<file path="config.mk">
export PLATFORM = sky130hd
export DESIGN_NAME = mc_formatter
export DESIGN_NICKNAME = d
export VERILOG_FILES = /design/src/rtl/mcf_pkg.sv /design/src/rtl/mcf_rr_arb.sv /design/src/rtl/mc_formatter.sv
export SDC_FILE = /design/constraint.sdc
export NUM_CORES = 1
export LEC_CHECK = 0
export ABC_AREA = 1
export CAP_MARGIN = 15
export CORE_MARGIN = 2
export CORE_UTILIZATION = 30
export DETAILED_ROUTE_END_ITERATION = 6
export PLACE_DENSITY = 0.69
export SYNTH_ARGS = -nofsm -noshare
export SYNTH_HDL_FRONTEND = slang
export SYNTH_HIERARCHICAL = 1
export SYNTH_SLANG_ARGS = --single-unit
</file>
<file path="constraint.sdc">
create_clock -name clk_i -period 3.6 [get_ports clk_i]
set_input_delay 0.72 -clock clk_i [delete_from_list [all_inputs] [get_ports clk_i]]
set_output_delay 0.72 -clock clk_i [all_outputs]
set_load 0.005 [all_outputs]
</file>
<file path="src/rtl/mcf_pkg.sv">
// -----------------------------------------------------------------------------
// mcf_pkg
// Shared definitions for the multi-channel packet formatter (mc_formatter).
//   - mcf_state_e      : formatter FSM state encoding
//   - MCF_HDR_*_SLOT   : header field positions, counted in LENW-wide slots
//                        from the MSB of the output word
//   - MCF_*_DEFAULT    : default widths
// Configuration macro: MCF_PARITY_EN (adds the trailing PARITY state).
// -----------------------------------------------------------------------------
package mcf_pkg;

  localparam int MCF_DW_DEFAULT   = 32;
  localparam int MCF_LENW_DEFAULT = 8;

  // Header word layout: {id, len, zeros}; id occupies the top slot.
  localparam int MCF_HDR_ID_SLOT  = 0;
  localparam int MCF_HDR_LEN_SLOT = 1;

  typedef enum logic [2:0] {
    ST_IDLE    = 3'd0,
    ST_ARB     = 3'd1,
    ST_HEADER  = 3'd2,
    ST_PAYLOAD = 3'd3
`ifdef MCF_PARITY_EN
    ,
    ST_PARITY  = 3'd4
`endif
  } mcf_state_e;

  // MSB bit position of a header slot for a given word/field width.
  function automatic int mcf_slot_msb(input int dw, input int lenw, input int slot);
    return dw - 1 - slot * lenw;
  endfunction

endpackage

</file>
<file path="src/rtl/mcf_rr_arb.sv">
// -----------------------------------------------------------------------------
// mcf_rr_arb
// Round-robin arbiter. The grant is a combinational one-hot pick of the first
// requester at or after the priority pointer; the pointer moves to the channel
// after the winner when advance_i is pulsed. Reset gives channel 0 top priority.
// Ports:
//   clk_i      clock
//   rst_i      asynchronous active-high reset
//   req_i      request vector, one bit per channel
//   advance_i  commit the current grant and rotate priority
//   grant_o    one-hot grant (all zero when nothing requests)
// -----------------------------------------------------------------------------
module mcf_rr_arb #(
  parameter int N = 4
) (
  input  logic         clk_i,
  input  logic         rst_i,
  input  logic [N-1:0] req_i,
  input  logic         advance_i,
  output logic [N-1:0] grant_o
);

  localparam int PW = (N > 1) ? $clog2(N) : 1;

  logic [PW-1:0] r_ptr;
  logic [PW-1:0] w_win_idx;
  logic          w_any;

  // Scan N positions starting at the pointer, wrapping at N (N need not be a
  // power of two, so the wrap is explicit rather than a modulo on PW bits).
  always_comb begin
    int idx;
    grant_o   = '0;
    w_win_idx = '0;
    w_any     = 1'b0;
    idx       = 0;
    for (int i = 0; i < N; i++) begin
      idx = int'(r_ptr) + i;
      if (idx >= N) idx = idx - N;
      if (!w_any && req_i[idx]) begin
        w_any        = 1'b1;
        grant_o[idx] = 1'b1;
        w_win_idx    = PW'(idx);
      end
    end
  end

  always_ff @(posedge clk_i or posedge rst_i) begin
    if (rst_i) begin
      r_ptr <= '0;
    end else if (advance_i && w_any) begin
      r_ptr <= (w_win_idx == PW'(N - 1)) ? '0 : w_win_idx + PW'(1);
    end
  end

endmodule

</file>
<file path="src/rtl/mc_formatter.sv">
// -----------------------------------------------------------------------------
// mc_formatter
// Multi-channel packet formatter. Picks a requesting channel round-robin,
// emits a header word {id, len, 0}, then exactly len payload words popped from
// that channel, then (optionally) an XOR parity word covering header+payload.
// Configuration macro: MCF_PARITY_EN
//   defined   : trailing PARITY word carries pkg_lst_o
//   undefined : no parity; pkg_lst_o rides on the last payload word (or on the
//               header when len = 0)
// Ports:
//   clk_i, rst_i            clock, asynchronous active-high reset
//   data_slv_i  CH_NUM*DW   channel payload words
//   id_slv_i    CH_NUM*LENW channel packet ids
//   len_slv_i   CH_NUM*LENW channel payload word counts
//   req_vec_i   CH_NUM      channel has a payload word available
//   fetch_vec_o CH_NUM      one-hot pop pulse on each accepted payload word
//   rev_rdy_i               receiver ready
//   pkg_vld_o/pkg_dat_o/pkg_fst_o/pkg_lst_o  output word stream
//   busy_o                  packet in progress
//   cur_ch_o                granted channel index (valid while busy_o)
// -----------------------------------------------------------------------------
module mc_formatter
  import mcf_pkg::*;
#(
  parameter int CH_NUM = 4,
  parameter int DW     = MCF_DW_DEFAULT,
  parameter int LENW   = MCF_LENW_DEFAULT
) (
  input  logic                      clk_i,
  input  logic                      rst_i,
  input  logic [CH_NUM*DW-1:0]      data_slv_i,
  input  logic [CH_NUM*LENW-1:0]    id_slv_i,
  input  logic [CH_NUM*LENW-1:0]    len_slv_i,
  input  logic [CH_NUM-1:0]         req_vec_i,
  output logic [CH_NUM-1:0]         fetch_vec_o,
  input  logic                      rev_rdy_i,
  output logic                      pkg_vld_o,
  output logic [DW-1:0]             pkg_dat_o,
  output logic                      pkg_fst_o,
  output logic                      pkg_lst_o,
  output logic                      busy_o,
  output logic [$clog2(CH_NUM)-1:0] cur_ch_o
);

  localparam int CW      = $clog2(CH_NUM);
  localparam int ID_MSB  = mcf_slot_msb(DW, LENW, MCF_HDR_ID_SLOT);
  localparam int LEN_MSB = mcf_slot_msb(DW, LENW, MCF_HDR_LEN_SLOT);

  mcf_state_e        r_state;
  logic [CH_NUM-1:0] r_grant;
  logic [LENW-1:0]   r_id;
  logic [LENW-1:0]   r_len;
  logic [LENW-1:0]   r_cnt;
`ifdef MCF_PARITY_EN
  logic [DW-1:0]     r_par;
`endif

  logic [CH_NUM-1:0] w_arb_grant;
  logic [CH_NUM-1:0] w_idx_src;
  logic [LENW-1:0]   w_id_arb;
  logic [LENW-1:0]   w_len_arb;
  logic [DW-1:0]     w_dat_sel;
  logic [CW-1:0]     w_gnt_idx;
  logic [DW-1:0]     w_hdr;
  logic              w_req_gnt;
  logic              w_xfer;
  logic              w_arb;

  assign w_arb = (r_state == ST_ARB);

  mcf_rr_arb #(.N(CH_NUM)) u_arb (
    .clk_i     (clk_i),
    .rst_i     (rst_i),
    .req_i     (req_vec_i),
    .advance_i (w_arb),
    .grant_o   (w_arb_grant)
  );

  // During ARB the grant is not latched yet, so report the arbiter's pick so
  // that cur_ch_o is meaningful in every busy state.
  assign w_idx_src = w_arb ? w_arb_grant : r_grant;

  // One-hot muxes: id/len follow the live arbiter pick (latched in ARB),
  // payload data follows the latched grant.
  always_comb begin
    w_id_arb  = '0;
    w_len_arb = '0;
    w_dat_sel = '0;
    w_gnt_idx = '0;
    for (int k = 0; k < CH_NUM; k++) begin
      if (w_arb_grant[k]) begin
        w_id_arb  = w_id_arb  | id_slv_i[k*LENW +: LENW];
        w_len_arb = w_len_arb | len_slv_i[k*LENW +: LENW];
      end
      if (r_grant[k]) begin
        w_dat_sel = w_dat_sel | data_slv_i[k*DW +: DW];
      end
      if (w_idx_src[k]) begin
        w_gnt_idx = w_gnt_idx | CW'(k);
      end
    end
  end

  always_comb begin
    w_hdr                     = '0;
    w_hdr[ID_MSB  -: LENW]    = r_id;
    w_hdr[LEN_MSB -: LENW]    = r_len;
  end

  assign w_req_gnt = |(req_vec_i & r_grant);

  always_comb begin
    pkg_vld_o = 1'b0;
    pkg_dat_o = '0;
    pkg_fst_o = 1'b0;
    pkg_lst_o = 1'b0;
    case (r_state)
      ST_HEADER: begin
        pkg_vld_o = 1'b1;
        pkg_dat_o = w_hdr;
        pkg_fst_o = 1'b1;
`ifndef MCF_PARITY_EN
        pkg_lst_o = (r_len == '0);
`endif
      end
      ST_PAYLOAD: begin
        // A withdrawn request simply stalls the packet.
        pkg_vld_o = w_req_gnt;
        pkg_dat_o = w_dat_sel;
`ifndef MCF_PARITY_EN
        pkg_lst_o = w_req_gnt && (r_cnt == LENW'(1));
`endif
      end
`ifdef MCF_PARITY_EN
      ST_PARITY: begin
        pkg_vld_o = 1'b1;
        pkg_dat_o = r_par;
        pkg_lst_o = 1'b1;
      end
`endif
      default: ;
    endcase
  end

  assign w_xfer      = pkg_vld_o && rev_rdy_i;
  assign fetch_vec_o = ((r_state == ST_PAYLOAD) && w_xfer) ? r_grant : '0;
  assign busy_o      = (r_state != ST_IDLE);
  assign cur_ch_o    = busy_o ? w_gnt_idx : '0;

  always_ff @(posedge clk_i or posedge rst_i) begin
    if (rst_i) begin
      r_state <= ST_IDLE;
      r_grant <= '0;
      r_id    <= '0;
      r_len   <= '0;
      r_cnt   <= '0;
`ifdef MCF_PARITY_EN
      r_par   <= '0;
`endif
    end else begin
      case (r_state)
        ST_IDLE: begin
          if (|req_vec_i) r_state <= ST_ARB;
        end
        ST_ARB: begin
          // A request withdrawn before ARB leaves nothing to grant; fall back
          // to IDLE instead of starting a packet with no owner.
          if (|w_arb_grant) begin
            r_grant <= w_arb_grant;
            r_id    <= w_id_arb;
            r_len   <= w_len_arb;
            r_state <= ST_HEADER;
          end else begin
            r_state <= ST_IDLE;
          end
        end
        ST_HEADER: begin
          if (w_xfer) begin
            r_cnt <= r_len;
`ifdef MCF_PARITY_EN
            r_par <= w_hdr;
            r_state <= (r_len != '0) ? ST_PAYLOAD : ST_PARITY;
`else
            r_state <= (r_len != '0) ? ST_PAYLOAD : ST_IDLE;
`endif
          end
        end
        ST_PAYLOAD: begin
          if (w_xfer) begin
            r_cnt <= r_cnt - LENW'(1);
`ifdef MCF_PARITY_EN
            r_par <= r_par ^ w_dat_sel;
            if (r_cnt == LENW'(1)) r_state <= ST_PARITY;
`else
            if (r_cnt == LENW'(1)) r_state <= ST_IDLE;
`endif
          end
        end
`ifdef MCF_PARITY_EN
        ST_PARITY: begin
          if (w_xfer) r_state <= ST_IDLE;
        end
`endif
        default: r_state <= ST_IDLE;
      endcase
    end
  end

endmodule

</file>
# Word level (Yosys, flattened, before mapping)
# Index checks and enable logic that the tools add are counted.
# Widths: inputs -> output; s select.
dict set report op_classes {
  n_reduce_logical 25
  muxes 69
  add_sub_neg 9
  bitwise 13
  magnitude_cmp 12
  eq_ne 9
}
# cell n
set ops {}
lappend ops {{$mux 32} 8}
lappend ops {{$ge 32x1->1 const B} 4}
lappend ops {{$lt 32x4->1 const B} 4}
lappend ops {{$ge 32x4->1 const B} 3}
lappend ops {{$or 32x32->32} 3}
lappend ops {{$sub 32x4->32 const B} 3}
lappend ops {{$mux 8} 10}
lappend ops {{$pmux 32 s2} 1}
lappend ops {{$or 8x8->8} 6}
lappend ops {{$mux 4} 6}
lappend ops {{$mux 2} 10}
lappend ops {{$mux 1} 18}
lappend ops {{$pmux 8 s2} 1}
lappend ops {{$mux 3} 4}
lappend ops {{$or 4x4->4} 3}
lappend ops {{$pmux 3 s4} 1}
lappend ops {{$reduce_or 4->1} 3}
lappend ops {{$logic_and 1x1->1} 11}
lappend ops {{$bmux 1 s2} 4}
lappend ops {{$demux 1 s2} 4}
lappend ops {{$eq 8x1->1 const B} 1}
lappend ops {{$logic_not 8->1} 1}
lappend ops {{$ne 2x2->1 const B} 4}
lappend ops {{$reduce_bool 8->1} 1}
lappend ops {{other kinds (18)} 23}
dict set report word_totals {
  in_bits 199
  register_bits 33
  wordCells 143
}

# Logic depth before layout (Yosys ltp)
dict set report depth {
  word_depth 22
  mapped_depth 18
}

# Modules after synthesis
# Netlist, hierarchy kept.
# module area_each_um2 instances cells_each
set by_module_without_submodules {}
lappend by_module_without_submodules {mc_formatter 3006.6 1 464}
lappend by_module_without_submodules {mcf_rr_arb 684.4 1 90}

# Least setup slack after synthesis
# OpenSTA, ideal clock, no wires.
dict set report synth_path {
  kind {register to output}
  from {register u_arb.r_ptr[1]}
  to {output cur_ch_o[1]}
  t_arrival_ps 2267
  path_slack_ps 613
  stages_incl_launch_ff 12
  cell_sequence {dfrtp_1 inv_2 ha_1 inv_1 nand3_2 nand2_4 nand4_4 o211ai_1 buf_2 buf_2 o21ai_0 a21oi_1}
}
dict set report synth_between {
  elab_chain_cells 19
  word_cells_on_any_way 67
  cone_classes {7 x add/sub; 12 x order compare; 35 x mux; 3 x bitwise; 10 x reduce/logical}
}
# element line_no
set synth_lines {}
lappend synth_lines {{start: declaration} mcf_rr_arb.sv:25} ;# logic [PW-1:0] r_ptr;
lappend synth_lines {{start signal: assignment} mcf_rr_arb.sv:52} ;# r_ptr <= (w_win_idx == PW'(N - 1)) ? '0 : w_win_idx + PW'(1);
lappend synth_lines {{branches (longest 14 deep; another with $sub 32x4->32)} n/a}
lappend synth_lines {{$mux 4 *} mcf_rr_arb.sv:40} ;# if (!w_any && req_i[idx]) begin
lappend synth_lines {{via w_arb_grant[2]} mc_formatter.sv:58} ;# logic [CH_NUM-1:0] w_arb_grant;
lappend synth_lines {{$mux 4 *} mc_formatter.sv:81} ;# assign w_idx_src = w_arb ? w_arb_grant : r_grant;
lappend synth_lines {{$mux 2 * (2 in series)} mc_formatter.sv:98} ;# if (w_idx_src[k]) begin
lappend synth_lines {{$mux 2 *} mc_formatter.sv:148} ;# assign cur_ch_o = busy_o ? w_gnt_idx : '0;
lappend synth_lines {{end: declaration} mc_formatter.sv:42} ;# output logic [$clog2(CH_NUM)-1:0] cur_ch_o
# Mark *: on every way through the listed nets, which the timed path passes. The select of a mux whose other input is x is not followed.

# Final worst setup path
dict set report layout_path {
  from {register u_arb.r_ptr[0]}
  to {output cur_ch_o[0]}
}
dict set report layout_between {
  elab_chain_cells 20
  word_cells_on_any_way 68
  cone_classes {7 x add/sub; 12 x order compare; 36 x mux; 3 x bitwise; 10 x reduce/logical}
}
# element line_no
set layout_lines {}
lappend layout_lines {{branches (longest 14 deep; another with $sub 32x4->32)} n/a}
lappend layout_lines {{$mux 4 *} mcf_rr_arb.sv:40}
lappend layout_lines {{via w_arb_grant[1]} mc_formatter.sv:58}
lappend layout_lines {{$mux 4 *} mc_formatter.sv:81}
lappend layout_lines {{$mux 1 *} mc_formatter.sv:98}
lappend layout_lines {{$mux 2 * (2 in series)} mc_formatter.sv:98}
lappend layout_lines {{$mux 2 *} mc_formatter.sv:148}
# Marks and branches as above.

==> results_dict.tcl <==
set metrics [dict create \
    synth_compound_area_share_pct 27.8 \
    crit_path_max_incr_delay_ps 520 \
    grt_pass1_vias 4806 \
    worstPathRequired_ps 2880 \
    synth_top_family_by_area "simple AND/OR/NAND/NOR gates" \
    syn_nets 764 \
    worst_slack_ps 174 \
    crit_start "u_arb/r_ptr[0]" \
    grt_pass1_wl_um 23900 \
    layout_commonest_cell "clkdlybuf4s50_1" \
    cpMaxStageDelayCell "clkdlybuf4s50_1" \
    dp_hpwl_um 12300 \
    routed_via_density 5.11 \
    crit_chain "inv_6, ha_1, inv_2, nand3_2, nand2_4, nand2_4, nor2_4, nand2_1, o211ai_1, o21ai_1, a21oi_1, clkdlybuf4s50_1" \
    grt_overflow 0 \
    end_kind "primary output" \
    drt_iter0_markers 212 \
    syn2layout_area_growth_pct 72.9 \
    nFillCells 1140 \
    antenna_found_initial 0 \
    critPathBufInv 3 \
    clk_path_buf_depth 2 \
    synth_cell_types 38 \
    gp_congestion 0.908 \
    synth_area_mm2 0.00369 \
    io_pins 241 \
    wl_per_cell_um 16.7 \
    synth_fa_ha_area_share_pct 3.73 \
    synthCells 554 \
    hold_ws_ps 491 \
    hold_path.class "reg -> reg" \
    cp.depth 12 \
    start_util_pct 30.7 \
    grt_usage_pct 22.7 \
    cts_sinks 32 \
    clkTransAtPathRegs_ps 60 \
    finalClockSkew_ps 5.22 \
    arrival_ps 2710 \
    diodes 0 \
    pre_cts_ws_ps -1.26 \
    synth-edff-count 0 \
    clkLatencyLatePin_ps 280 \
    rsz0062_at_grt "false" \
    drv_slew 0 \
    slew-limit-headroom_pct 63.6 \
    hold_buffers 0 \
    ys_seq_area_share_pct 21.7 \
    crit_fanout 9 \
    nets 995 \
    cap_violations 0 \
    syn_avg_cell_area_um2 6.66 \
    rrSetupSlack_ps 840 \
    async_reset_ff_share_pct 100 \
    peakVddDrop_uv 573 \
    critPathKind "reg -> out" \
    synth_xor_area_share_pct 0 \
    cts-htree-levels 2 \
    fin_crit_ps 3430 \
    setup.worst_path.start_class "flip-flop" \
    setup_tns_ps 0 \
    ff_latch_area_um2 801 \
    synthSimpleGateAreaFrac_pct 36.9 \
    cts_tree "built" \
    synth.area.mux_share_pct 0 \
    die_h_um 115 \
    fin_area_mm2 0.00638 \
    setup_viol 0 \
    cts-buffers-inserted 5 \
    cpMostUsedCell "nand2_4" \
    dieWidth_um 115 \
    final_cell_mix "clkdlybuf4s50_1 (236), nand2_1 (213), a22o_1 (32), dfrtp_1 (32), o21ai_0 (31)" \
    crit_path_end "cur_ch_o[0]" \
    place_area_mm2 0.00621 \
    die-area_mm2 0.0132 \
    clockRootBuffer "clkbuf_16" \
    ys_warn_count 6 \
    place.port_buffers 240 \
    outcome "finished clean" \
    vias 4763 \
    reg2regPathDepth 13 \
    num_rows 40 \
    ant_nets 0 \
    timing.rr.end "r_id[3]" \
    drive_gt1_share_pct 11.1 \
    period_share_pct 95.2 \
    worstReg2RegStart "u_arb/r_ptr[0]" \
    leakagePower_nw 2.88 \
    hold_violations 0 \
    core_area_mm2 0.0120 \
    drt-pass1-iter-count 5 \
    synth-seq-cells 32 \
    ys.flop_type "dfrtp_1" \
    multi_input_area_mm2 0.00253 \
    grt_max_degree 36 \
    p_per_area_mw_per_mm2 733 \
    wl_um 15600 \
    route.detailed.drc 0 \
    crit_family "buffers and inverters" \
    tightest_slew_ps 547 \
    final_core_util_pct 53.1 \
    fmaxAchievable_mhz 292 \
]
synthesized netlist by cell type, types with 6 or more instances:
library cell	count	area share, %
dfrtp_1	32	22
ha_1	11	3.7
nand2_2	15	2.5
a41oi_1	16	3.8
buf_2	17	2.3
nand3_1	13	1.8
a22o_1	32	7.6
o21ai_1	21	2.8
nand2_1	213	22
a221oi_1	16	3.8
clkbuf_1	8	0.81
nor2_1	25	2.5
o21ai_2	6	1.4
inv_2	6	0.61
a21oi_1	6	0.81
nand2_4	9	2.7
o21ai_0	34	4.6
inv_1	29	2.9
logic make-up (layout without fill, tap and decap cells):
| group | after synthesis | count (layout) |
|---|---|---|
| AO/OA/AOI/OAI | 143 | 143 |
| adder cells (fa/ha/maj) | 11 | 11 |
| buffers and inverters | 73 | 305 |
| flip-flops | 32 | 32 |
| AND/OR/NAND/NOR | 295 | 295 |
per-layer routing:
layer,track usage [%],routed length [um],part of all wire [%],up-vias
li1,-,-,-,2344
met1,27.3,6530,42,2182
met2,41.8,7550,48,222
met3,4.38,1280,8.2,15
met4,5.46,255,1.6,0
met5,0,0,0,-
worst register-to-register path, stage by stage (launching register included):
cell and delay (ps):
dfrtp_1 420, inv_6 80, ha_1 380, inv_2 130, nand3_2 100, nand2_4 130
nor2_4 70, a22oi_1 200, o211ai_1 200, buf_4 240, nand2_1 70, nand2_1 50
a221oi_1 450, o21ai_1 110
flip-flops by register name (all words and copies together), names as in the netlist:
register and flops:
r_cnt 8, r_state 2, r_id 8, u_arb/r_ptr 2
r_len 8, r_grant 4
what timing repair did:
item / in CTS / in global routing
hold endpoints to repair: 0 / 0
pin swaps: 0 / 3
endpoints found under the setup margin: 2 / 2
resized for setup: 1 / 9
setup buffers: 0 / 0
report_power, final:
group	total (W)	internal, W	switching [W]	leakage, nW
combinational	0.00352	0.00146	0.00206	2.41
sequential	0.000719	0.000530	0.000190	0.400
clock	0.000440	0.000275	0.000166	0.0691
per-stage QoR:
stage / power, W / std cells
after floorplan: 0.00303 / 554
after global placement: 0.00415 / 925
after detailed placement: 0.00422 / 925
after CTS: 0.00468 / 933
after global routing: 0.00510 / 933
final: 0.00468 / 933
area by class of cell:
type | instances | area share, %
clock buffer | 6 | 2.18
clock inverter | 2 | 0.235
inverter | 37 | 2.41
multi-input combinational | 449 | 39.6
sequential | 32 | 12.5
tap | 147 | 2.88
timing repair buffer | 260 | 40.1
worst min-delay path by stage:
stage                        start             end  slack (ps)  depth (start not counted)
after floorplan              rst_i  u_arb/r_ptr[0]         460                          1
after global placement    r_len[2]        r_len[2]         480                          2
after detailed placement  r_len[3]        r_len[3]         480                          2
after CTS                 r_len[3]        r_len[3]         500                          2
after global routing      r_len[3]        r_len[3]         530                          2
final                     r_len[3]        r_len[3]         490                          2
No activity file was read; power rests on OpenSTA's default activity.
